[config.mk]
export PLATFORM = sky130hd
export DESIGN_NAME = rom_blitter
export DESIGN_NICKNAME = d
export VERILOG_FILES = /design/src/rtl/rom_blitter.sv
export SDC_FILE = /design/constraint.sdc
export NUM_CORES = 1
export LEC_CHECK = 0
export ABC_AREA = 1
export BUFFER_PORTS_ARGS = -buffer_cell sky130_fd_sc_hd__buf_2
export CAP_MARGIN = 20
export CORE_ASPECT_RATIO = 1.2
export CORE_MARGIN = 5
export CORE_UTILIZATION = 45
export DETAILED_ROUTE_END_ITERATION = 10
export PLACE_DENSITY_LB_ADDON = 0.08
export REMOVE_ABC_BUFFERS = 1
export SLEW_MARGIN = 5
export SYNTH_ARGS = -nofsm -noshare
export SYNTH_HDL_FRONTEND = slang
export SYNTH_SLANG_ARGS = --single-unit
[constraint.sdc]
create_clock -name clk -period 12.7 [get_ports clk]
set_clock_uncertainty 0.1 [all_clocks]
set_input_delay 3.175 -clock clk [delete_from_list [all_inputs] [get_ports clk]]
set_output_delay 3.175 -clock clk [all_outputs]
set_load 0.1 [all_outputs]
[src/rtl/rom_blitter.sv]
// rom_blitter: copies an IMG_W x IMG_H ROM image into a framebuffer at (dst_x,dst_y), clipping at the frame edges.
// Define TRANSPARENT_KEY_EN to suppress writes of pixels whose colour equals KEY.
module rom_blitter #(
  parameter int IMG_W = 200,
  parameter int IMG_H = 150,
  parameter int FB_W = 640,
  parameter int FB_H = 480,
  parameter logic [11:0] KEY = 12'hF0F
) (
  input  logic        clk,
  input  logic        rst,
  input  logic        start,
  input  logic [9:0]  dst_x,
  input  logic [8:0]  dst_y,
  output logic [14:0] rom_addr,
  input  logic [11:0] rom_data,
  output logic        fb_we,
  output logic [18:0] fb_addr,
  output logic [11:0] fb_data,
  output logic        busy,
  output logic        done
);
  localparam int N = IMG_W * IMG_H;
`ifdef TRANSPARENT_KEY_EN
  localparam bit KEY_EN = 1'b1;
`else
  localparam bit KEY_EN = 1'b0;
`endif
  typedef enum logic [1:0] {IDLE, RUN, FLUSH, DONE} state_t;
  state_t state;
  logic [9:0] x0;
  logic [8:0] y0;
  logic [14:0] col, row;
  logic wr;
  logic [31:0] px, py;
  logic last_col;
  always_comb begin
    px = 32'(x0) + 32'(col);
    py = 32'(y0) + 32'(row);
    last_col = col == 15'(IMG_W - 1);
  end
  assign busy = state != IDLE;
  assign done = state == DONE;
  // wr/fb_addr lag rom_addr by one cycle so they line up with the synchronous ROM output
  assign fb_we = wr && !(KEY_EN && rom_data == KEY);
  assign fb_data = wr ? rom_data : '0;
  always_ff @(posedge clk or posedge rst)
    if (rst) begin
      state <= IDLE;
      x0 <= '0;
      y0 <= '0;
      col <= '0;
      row <= '0;
      rom_addr <= '0;
      fb_addr <= '0;
      wr <= 1'b0;
    end else begin
      wr <= 1'b0;
      case (state)
        IDLE: if (start) begin
          state <= RUN;
          x0 <= dst_x;
          y0 <= dst_y;
        end
        RUN: begin
          wr <= px < FB_W && py < FB_H;
          fb_addr <= 19'(py * FB_W + px);
          if (rom_addr == 15'(N - 1)) begin
            state <= FLUSH;
            rom_addr <= '0;
            col <= '0;
            row <= '0;
          end else begin
            rom_addr <= rom_addr + 15'd1;
            col <= last_col ? '0 : col + 15'd1;
            row <= last_col ? row + 15'd1 : row;
          end
        end
        FLUSH: state <= DONE;
        default: state <= IDLE;
      endcase
    end
endmodule

======== Word-level counts from Yosys, hierarchy flattened ========
Cells that the tools add are included.
storage, ports and cells
  register bits after elaboration ......... 86
  input port bits ......................... 34
  logic and storage cells ................. 41
operators by class
  $add $sub $neg .......................... 6
  multiply operators ...................... 1
  magnitude comparators ................... 2
  equality and inequality tests ........... 7
  muxes and demuxes ....................... 10
  reduce and logical (&&, ||, !) cells .... 7
operators with widths
  operator                 number
  $mux W15                 5
  $add A15 B1 Y15 const B  3
  $add A19 B16 Y19         1
  $add A10 B15 Y16         1
  $add A9 B15 Y16          1
  $lt A16 B10 Y1 const B   1
  $lt A16 B9 Y1 const B    1
  $mul A16 B3 Y12 const B  1
  $eq A15 B15 Y1 const B   1
  $eq A15 B8 Y1 const B    1
  $mux W12                 1
  $pmux W2 S3              1
  $reduce_and A2 Y1        3
  $eq A2 B2 Y1 const B     2
  $mux W2                  2
  $ne A2 B2 Y1 const B     2
  $reduce_bool A2 Y1       2
  $eq A2 B1 Y1 const B     1
  $logic_not A2 Y1         1
  $logic_and A1 B1 Y1      1
  $mux W1                  1

======== Longest topological paths before layout ========
  depth after elaboration ................. 4
  depth in mapped cells ................... 27
  mapped depth without buffers ............ 27

======== Least setup slack after synthesis ========
No wires, ideal clock.
  path type ............................... input to output
  start point ............................. input port rom_data[0]
  end point ............................... output port fb_data[0]
  arrival time ............................ 3,842 ps
  required time ........................... 9,425 ps
  slack ................................... 5,583 ps
  cell stages on the path ................. 2
  path buffers ............................ 0
  cells stage by stage .................... nand2_1 > inv_1
between the ends
  cells in the longest elaborated chain, start to end .. 1
RTL lines
  what         RTL line  source
  from (decl)  16        input logic [11:0] rom_data,
  $mux W12     46        assign fb_data = wr ? rom_data : '0;
  to (decl)    19        output logic [11:0] fb_data,
No other way between the ends.

======== Worst setup path in the final report ========
  start point ............................. input port rom_data[3]
  end point ............................... output port fb_data[3]
The elaborated chain is that of the path after synthesis.

==> key figures <==
Outcome
  – Status: completed

Clocking
  – Post-cts sizing count: 0
  – Clock Tree Root: clkbuf_16
  – Worst-skew pair later-pin latency: about 0.34 ns
  – Setup bufs post-CTS: 0
  – Post-CTS Hold Fix Bufs: 0
  – TritonCTS clock tree: built
  – Clock Tree Buf Depth: 2
  – Clock sinks: 86
  – CTS clock-pin slew for the worst setup and hold paths: 0.06 ns
  – Total CTS buffers: 9
  – H-tree depth: 3

Finish
  – Antenna Cells: 0
  – Share of cells above drive strength 1: 14.73%
  – Non-Filler Instances: 1,094
  – Fin nets: about 1,000
  – Area Overhead vs Synth: 13.01%
  – Fillers: 1,315

Run
  – Max-cap violations: 0

Power
  – Clk network pwr share: 12.4%
  – Int Power: 0.8296 mW
  – Sequential Power Share: between 20% and 30%
  – Worst IR Drop VDD: 224.6 µV
  – Comb pwr share: 65.4%
  – Sw Pwr: 1.051 mW
  – Tot Pwr: about 1.9 mW
  – Leakage dissipation: 3.761 nW
  – Total power density per cell area: 261.3 nW/µm²
  – Sw Ratio: a little under three fifths

STA
  – Max Slew Vio Count: 0
  – Worst-Margin Slew: about 1.0 ns
  – Final min period: roughly 7 ns
  – Max Fclk: 141.5 MHz
  – Max_slew headroom: between 30% and 40%
  – Final Cycle Share: 55.63%
  – Final-report hold violation count: 0
  – Setup TNS: 0 ns
  – RSZ-0062 raised after global routing: no
  – Count of final setup violators: 0

Floorplan
  – Die Y: 140.3 µm
  – IO Pins: 83
  – Die area: 16,640 µm²
  – Core ar.: between 10,000 and 15,000 µm²
  – # rows: 47
  – Starting Density: 46.08%
  – Die X: between 100 and 150 µm

Critical path
  – CP required: 9.43 ns
  – Reg2reg path depth: 26
  – Crit path DAT: between 3 and 4 ns
  – CP Launch Type: primary input
  – Critical Path Fanout Max: 1
  – Kind of critical path: primary input to output port
  – Crit. End Element: output port

Yosys
  – Number of synthesized register bits: 86
  – Post-synthesis cell area: around 6400 µm²
  – Synth top area share: 33.79%
  – Mean Syn Cell Area: roughly 7.6 µm²
  – Top FF cell, synth: dfrtp_1
  – Area leader, netlist: dfrtp_1
  – Post-synth top cells: nand2_1, inv_1, dfrtp_1, nand3_1, nor2_1
  – Post-synth ARST share: 100.0%
  – Sequential fraction of the synthesis area: 33.79%
  – Synth cell types: 49
  – Synth area leaders: dfrtp_1, nand2_1, ha_1
  – Syn. warnings: 0
  – Most frequent cell after synthesis: nand2_1
  – Mapped Cells: roughly 840
  – EDFF count, synth: 0

Route
  – Initial drt markers: about 260
  – Routed Antenna Nets: 0
  – Vias: 5,727
  – WL/cell: about 14 µm
  – Routed WL: about 15,000 µm
  – Residual DRC: 0
  – Drt pass-1 iters: 5
  – Vias per Instance: 5.235

Global routing
  – Initial antenna violation count: 0
  – Vias in the first global route: 5,658
  – Gr usage total: 18.73%
  – Pin count of the biggest net entering global routing: 59
  – First-pass GRT wire length: approximately 26,000 µm
  – Total grt overflow: 0

Place
  – Routability cong.: 0.8557
  – Post-DP HPWL: 11,960 µm
  – Placed Cells incl. Taps: roughly 1,100
  – IO Port Bufs: 82

Min path
  – Hold Path Depth: 2
  – Hold/Removal Path Class: flip-flop to flip-flop
[per-stage QoR]
step / setup WS, ns / utilization, % / cell area (µm²) / hold WS [ns]
after global placement: 5.642 / 50.30 / 6952 / 0.3521
final: 5.635 / 52.08 / 7197 / 0.3718
after CTS: 5.629 / 52.08 / 7197 / 0.3759
after floorplan: 5.575 / - / 6304 / 0.3863
after global routing: 5.591 / 52.08 / 7197 / 0.3961
after detailed placement: 5.629 / 50.30 / 6952 / 0.3606
[power groups by stage]
| stage | Clock, mW | Sequential (mW) | Combinational, mW |
|---|---|---|---|
| floorplan | 0 | 0.683 | 0.732 |
| global placement | 0 | 0.419 | 1.22 |
| detailed placement | 0 | 0.422 | 1.23 |
| CTS | 0.243 | 0.418 | 1.24 |
| global route | 0.252 | 0.428 | 1.36 |
| finish | 0.234 | 0.417 | 1.23 |
[layout by cell type (no fill, tap or decap), types with 2 or more instances in the layout]
| cell type | n |
|---|---|
| nand2_2 | 2 |
| inv_2 | 3 |
| nand3_1 | 65 |
| o21bai_1 | 2 |
| mux2_2 | 17 |
| nor3_1 | 22 |
| o21ai_0 | 36 |
| nor2_2 | 4 |
| fa_1 | 4 |
| inv_1 | 121 |
| o31ai_1 | 6 |
| clkinv_2 | 2 |
| nand2_1 | 193 |
| a21oi_1 | 42 |
| dfrtp_1 | 86 |
| o21a_1 | 3 |
| o22ai_1 | 3 |
| or2_2 | 4 |
| xor2_1 | 33 |
| buf_4 | 3 |
| nor2_1 | 62 |
| nor2_4 | 2 |
| a211oi_1 | 2 |
| nand3b_1 | 2 |
| ha_1 | 52 |
| buf_2 | 82 |
| clkbuf_1 | 2 |
| a31oi_1 | 4 |
| nand4_1 | 15 |
| xnor2_1 | 13 |
| clkbuf_16 | 9 |
| nor4_1 | 9 |
[kinds of logic after synthesis]
logic type	after synthesis	synth area share, %
AOI/OAI and AO/OA	108	10.02
xor gates and xnor gates	46	6.326
adders and majority gates	56	11.47
buffers and inverters	139	8.389
DFF	86	33.79
muxes	17	3.006
and+or+nand+nor	387	26.99
[critical path, cell delays in order]
cell	delay, ns
buf_2	0.08
nand2_1	0.05
inv_1	0.07
buf_2	0.42
[registers in the layout (all words and copies together), names as in the netlist]
name	cells
col	15
fb_addr	19
y0	9
x0	10
rom_addr	15
fb_we	1
state	2
row	15
[layer usage]
metal  vias to the layer above  global-route usage, %  share of wire, %
met3                        16                  3.347               3.6
met4                         0                  6.030               1.7
met2                       114                  32.44                48
met5                         -                      0                 0
li1                       2918                      -                 -
met1                      2679                  23.58                46
[final cells by class]
| cell class | instances | area, µm² | area share (%) |
|---|---|---|---|
| multi-input cells | 614 | 3682 | 51.16 |
| repair buffers | 85 | 432.9 | 6.015 |
| inverters | 125 | 470.5 | 6.537 |
| flip-flops and latches | 86 | 2152 | 29.90 |
| clock buffers | 11 | 232.7 | 3.234 |
| clock inverters | 2 | 12.51 | 0.1739 |
| well taps | 171 | 214.0 | 2.973 |
[worst paths after layout]
path	startpoint	to	slack, ns
max reg2reg	row[0]	fb_addr[18]	7.83
min reg2reg	fb_addr[7]	fb_addr[7]	0.37
min	fb_addr[7]	fb_addr[7]	0.37
max	rom_data[3]	fb_data[3]	5.64
max in group asynchronous	rst	col[0]	8.58
min in group asynchronous	rst	state[1]	2.75
(Power assumes the default switching activity.)
